--- src/rtl/lb_uart_tx_pkg.sv ---
// Shared constants, state type and frame builder for the local-bus UART transmitter.
package lb_uart_tx_pkg;

   localparam int unsigned FRAME_BITS = 11;
   localparam int unsigned BAUD_W     = 20;
   localparam int unsigned BITCNT_W   = 4;

   typedef enum logic {
      IDLE,
      SHIFT
   } tx_state_e;

   // Frame image, LSB first on the line: start, data, optional parity, then stop ones
   // padding out to FRAME_BITS.
   function automatic logic [FRAME_BITS-1:0] build_frame(
      input logic [7:0] data,
      input logic       bit8,
      input logic       parity_en,
      input logic       odd_n_even
   );
      logic [FRAME_BITS-1:0] frame;
      logic [7:0]            dbits;
      logic                  par;
      dbits    = bit8 ? data : {1'b0, data[6:0]};
      par      = (^dbits) ^ odd_n_even;
      frame    = '1;
      frame[0] = 1'b0;
      frame[7:1] = data[6:0];
      if (bit8) begin
         frame[8] = data[7];
         if (parity_en) frame[9] = par;
      end else if (parity_en) begin
         frame[8] = par;
      end
      return frame;
   endfunction

endpackage

--- src/rtl/lb_uart_baud_tick.sv ---
// Bit-period timer: pulses tick for one cycle at the end of each bit period.
module lb_uart_baud_tick
   import lb_uart_tx_pkg::*;
(
   input  logic              clk,
   input  logic              reset,
   input  logic [BAUD_W-1:0] period,
   input  logic              en,
   output logic              tick
);

   logic [BAUD_W-1:0] cnt;

   // period is never zero here; the caller substitutes 1 for a zero request
   assign tick = en && (cnt == period - BAUD_W'(1));

   // Count cycles within the current bit; restart at each bit boundary or when disabled
   always_ff @(posedge clk or negedge reset) begin
      if (!reset) begin
         cnt <= '0;
      end else if (!en || tick) begin
         cnt <= '0;
      end else begin
         cnt <= cnt + BAUD_W'(1);
      end
   end

endmodule

--- src/rtl/lb_uart_tx.sv ---
// Local-bus UART transmitter: fixed 11-bit frame, configuration latched per write.
module lb_uart_tx
   import lb_uart_tx_pkg::*;
(
   input  logic              clk,
   input  logic              reset,
   input  logic              cs,
   input  logic              we,
   input  logic [7:0]        data,
   input  logic              bit8,
   input  logic              parity_en,
   input  logic              odd_n_even,
   input  logic [BAUD_W-1:0] baud_val,
   output logic              txrdy,
   output logic              tx
);

   tx_state_e             state;
   logic [FRAME_BITS-1:0] shreg;
   logic [BITCNT_W-1:0]   bit_cnt;
   logic [BAUD_W-1:0]     baud_q;
   logic                  tick;

   // tx is the shift register's low flop; idle and pad values are all ones
   assign tx = shreg[0];

   lb_uart_baud_tick u_baud_tick (
      .clk    (clk),
      .reset  (reset),
      .period (baud_q),
      .en     (state == SHIFT),
      .tick   (tick)
   );

   // Frame sequencer: load on accepted write, shift once per bit period, return after 11 bits
   always_ff @(posedge clk or negedge reset) begin
      if (!reset) begin
         state   <= IDLE;
         txrdy   <= 1'b1;
         shreg   <= '1;
         bit_cnt <= '0;
         baud_q  <= BAUD_W'(1);
      end else if (state == IDLE) begin
         if (cs && we && txrdy) begin
            shreg   <= build_frame(data, bit8, parity_en, odd_n_even);
            baud_q  <= (baud_val == '0) ? BAUD_W'(1) : baud_val;
            bit_cnt <= '0;
            txrdy   <= 1'b0;
            state   <= SHIFT;
         end
      end else if (tick) begin
         if (bit_cnt == BITCNT_W'(FRAME_BITS - 1)) begin
            shreg   <= '1;
            bit_cnt <= '0;
            txrdy   <= 1'b1;
            state   <= IDLE;
         end else begin
            shreg   <= {1'b1, shreg[FRAME_BITS-1:1]};
            bit_cnt <= bit_cnt + BITCNT_W'(1);
         end
      end
   end

endmodule

--- config.mk ---
export PLATFORM = sky130hd
export DESIGN_NAME = lb_uart_tx
export DESIGN_NICKNAME = d
export VERILOG_FILES = /design/src/rtl/lb_uart_tx_pkg.sv /design/src/rtl/lb_uart_baud_tick.sv /design/src/rtl/lb_uart_tx.sv
export SDC_FILE = /design/constraint.sdc
export NUM_CORES = 1
export LEC_CHECK = 0
export CAP_MARGIN = 20
export CORE_MARGIN = 2
export CORE_UTILIZATION = 40
export DETAILED_ROUTE_END_ITERATION = 6
export GPL_TIMING_DRIVEN = 0
export HOLD_SLACK_MARGIN = 0.1
export PLACE_DENSITY = 0.6
export SYNTH_ARGS = -nofsm -noshare
export SYNTH_HDL_FRONTEND = slang
export SYNTH_SLANG_ARGS = --single-unit
--- constraint.sdc ---
create_clock -name clk -period 4.05 [get_ports clk]
set_input_delay 0.6075 -clock clk [delete_from_list [all_inputs] [get_ports clk]]
set_output_delay 0.6075 -clock clk [all_outputs]
set_load 0.02 [all_outputs]
==> results.tsv <==
metric	value	unit
post-route minimum period	3421	ps
Setup CP Type	register to register	
area occupied by multi-input gates	1922	µm²
layout cells sized above 1	0.09404	
hpwl dp	6355	µm
DRC viols	0	
unique cell type count in the Yosys netlist	52	
io pins	37	
Worst Clk Skew	10.94	ps
most frequent cells in the layout	76 x nand2_1, 44 x dfrtp_1, 35 x nor2_1, 35 x clkdlybuf4s50_1, 32 x xnor2_1	
crit path launch type	register	
Yosys warnings	0	
initial antenna violation count	0	
Seq/Total Area, Yosys	0.4091	
main combinational cell family by area after synthesis	simple AND/OR/NAND/NOR gates	
clock slew at reported path FFs	110	ps
simple-gate share of the synthesized area	0.2848	
worst reg2reg startpoint	baud_q[0]	
adder and majority gate portion of the synthesized area	0.01446	
ys flop type	dfrtp_1	
relative slew slack	0.5055	
wire per inst	15.12	µm
CTS tree	built	
Critical Path RT	4300	ps
peak supply drop	0.1998	mV
die height	97.04	µm
TritonRoute pass-1 iters	4	
CTS max path bufs	2	
Routed WL	8181	µm
Post-synth EDFFs	0	
Hold Path Class	input pin to asynchronous set/reset pin	
setup TNS	0	ps
maximum achievable frequency	0.2923	GHz
Worst Tran Pin Value	741.8	ps
Clock Latency Late Sink	320	ps
flop2flop setup slack	630	ps
Mapped Cells	391	
Worst Setup Slack, final	628.6	ps
cts hold-fix bufs	0	
GRT Util Overall	0.1810	
antenna viol nets, final	0	
final instance area	4084	µm²
total die area	9416	µm²
Worst setup EP type	register	
starting density of the core	0.4172	
Slew Limit Fails	0	
hold_ws	336.5	ps
Worst R2R End	shreg[8]	
Final setup viols	0	
XOR/XNOR Fraction of Synth Area	0.1308	
die width	97.04	µm
CTS resizes	0	
final net count	474	
largest net degree at the start of global routing	34	
Max-cap violations	0	
post-CTS setup buffer count	0	
Fill cells	790	
clock sinks	56	
core area	8299	µm²
CP max FO	7	
Avg Cell Area, Syn	8.854	µm²
Post-DP Area	3969	µm²
Num CTS Buffers	5	
area growth from synthesis to layout	17.96	%
row count	33	
period utilization	0.8448	
RSZ-0062 raised after global routing	no	
Yosys reg bits	56	
GR Overflow Total	0	
vias per cell	5.318	
most common cell after layout, fill and taps aside	nand2_1	
CTS H-tree depth	2	
vias	2877	
Core Util, Final	0.4921	
first-pass GRT wire length	13950	µm
syn nets	430	
status	finished, final reports clean	
Netlist Area Pre-Place	3462	µm²
post-synthesis compound-gate area fraction	0.1044	
gpl congestion	0.8122	
PD cells	364.3	nW/µm²
FF-to-FF path depth	10	
final hold vios	0	
CTS Root Cell	clkbuf_8	
arrival time worst endpoint	3670	ps
Antenna diodes	0	
leak pwr	1.718	nW
FF+latch area	1416	µm²
Initial DRC Count	124	
Port Buffers	36	
mux cell area share after synthesis	0.02060	
Synth async-reset ratio	1.000	
worst slack at placement	658.6	ps
vias in the first global route	2846	
-- logic make-up (layout without fill, tap and decap cells) --
family,after synthesis,count (layout)
AOI/OAI and AO/OA,51,51
muxes,7,7
xor gates and xnor gates,50,50
buffers and inverters,28,73
adders and majority gates,4,4
DFF,56,56
and+or+nand+nor,195,195
-- stage by stage --
stage	total power (W)	cells
CTS	0.001507	541
global route	0.001583	541
global placement	0.001109	532
floorplan	0.0009951	391
finish	0.001488	541
detailed placement	0.001119	533
-- synth_stat cells, types with 2 or more instances --
master,number,area [µm²]
nand2_1,76,285.3
dfrtp_1,44,1101
nor2_1,35,131.4
xnor2_1,32,280.3
xor2_1,17,148.9
nand3_1,16,80.08
clkbuf_1,14,52.55
o21ai_0,13,65.06
dfstp_2,12,315.3
a21oi_1,8,40.04
nor4_1,8,50.05
a32o_1,7,70.07
and3_1,7,43.79
inv_1,7,26.28
or2_2,7,43.79
mux2i_1,6,60.06
nand4_1,6,37.54
or3_1,6,37.54
o211ai_1,5,37.54
ha_1,4,50.05
nand2b_1,4,25.02
nor2b_1,4,25.02
nor3_1,4,20.02
nor4b_1,4,35.03
buf_2,3,15.01
o21a_1,3,22.52
or4_4,3,33.78
a221o_1,2,20.02
and2_1,2,12.51
buf_1,2,7.510
buf_6,2,22.52
nand3b_1,2,15.01
nand4b_1,2,17.52
nor3b_1,2,15.01
o22ai_1,2,12.51
o311ai_0,2,17.52
o31ai_1,2,15.01
or4_1,2,15.01
-- area by class of cell --
| class | instances | share of cell area |
|---|---|---|
| tap | 105 | 0.03217 |
| buffer | 21 | 0.02390 |
| inverter | 7 | 0.006434 |
| clock inverter | 3 | 0.01134 |
| timing repair buffer | 37 | 0.09191 |
| clock buffer | 5 | 0.01685 |
| multi-input combinational | 307 | 0.4706 |
| sequential | 56 | 0.3468 |
-- where the power goes --
part           internal (W)  switching, W  leakage [nW]
clock              0.000187      0.000195        0.0548
sequential         0.000648     0.0000760         0.708
combinational      0.000204      0.000178         0.955
total               0.00104      0.000449          1.72
-- critical path: stages, from the launching register on --
cell and delay, ps:
dfstp_2 580, inv_1 70, ha_1 240, nor4b_1 180, and2_1 170, clkbuf_1 170, or3_1 400, a22o_1 240
or4_4 530, o21ai_0 500, mux2i_1 260
-- metal layers --
metal / share of wire / up-vias / wire, µm / track usage
li1: - / 1442 / - / -
met1: 0.48 / 1379 / 3922 / 0.2461
met2: 0.47 / 47 / 3879 / 0.2986
met3: 0.031 / 9 / 252 / 0.02384
met4: 0.016 / 0 / 127 / 0.05959
met5: 0 / - / 0 / 0
-- registers in the layout, summed over array words and instances, names as in the netlist --
name             flops
txrdy                1
shreg               10
state                1
baud_q              20
bit_cnt              4
u_baud_tick.cnt     20
-- worst max path at each step --
| stage | startpoint | to | cells past startpoint |
|---|---|---|---|
| after detailed placement | baud_q[0] | state | 11 |
| after global routing | baud_q[0] | shreg[8] | 10 |
| after CTS | baud_q[0] | state | 11 |
| after floorplan | baud_q[0] | shreg[2] | 11 |
| final | baud_q[0] | shreg[8] | 10 |
| after global placement | reset | bit_cnt[3] | 1 |
No activity file was read; power rests on OpenSTA's default activity.
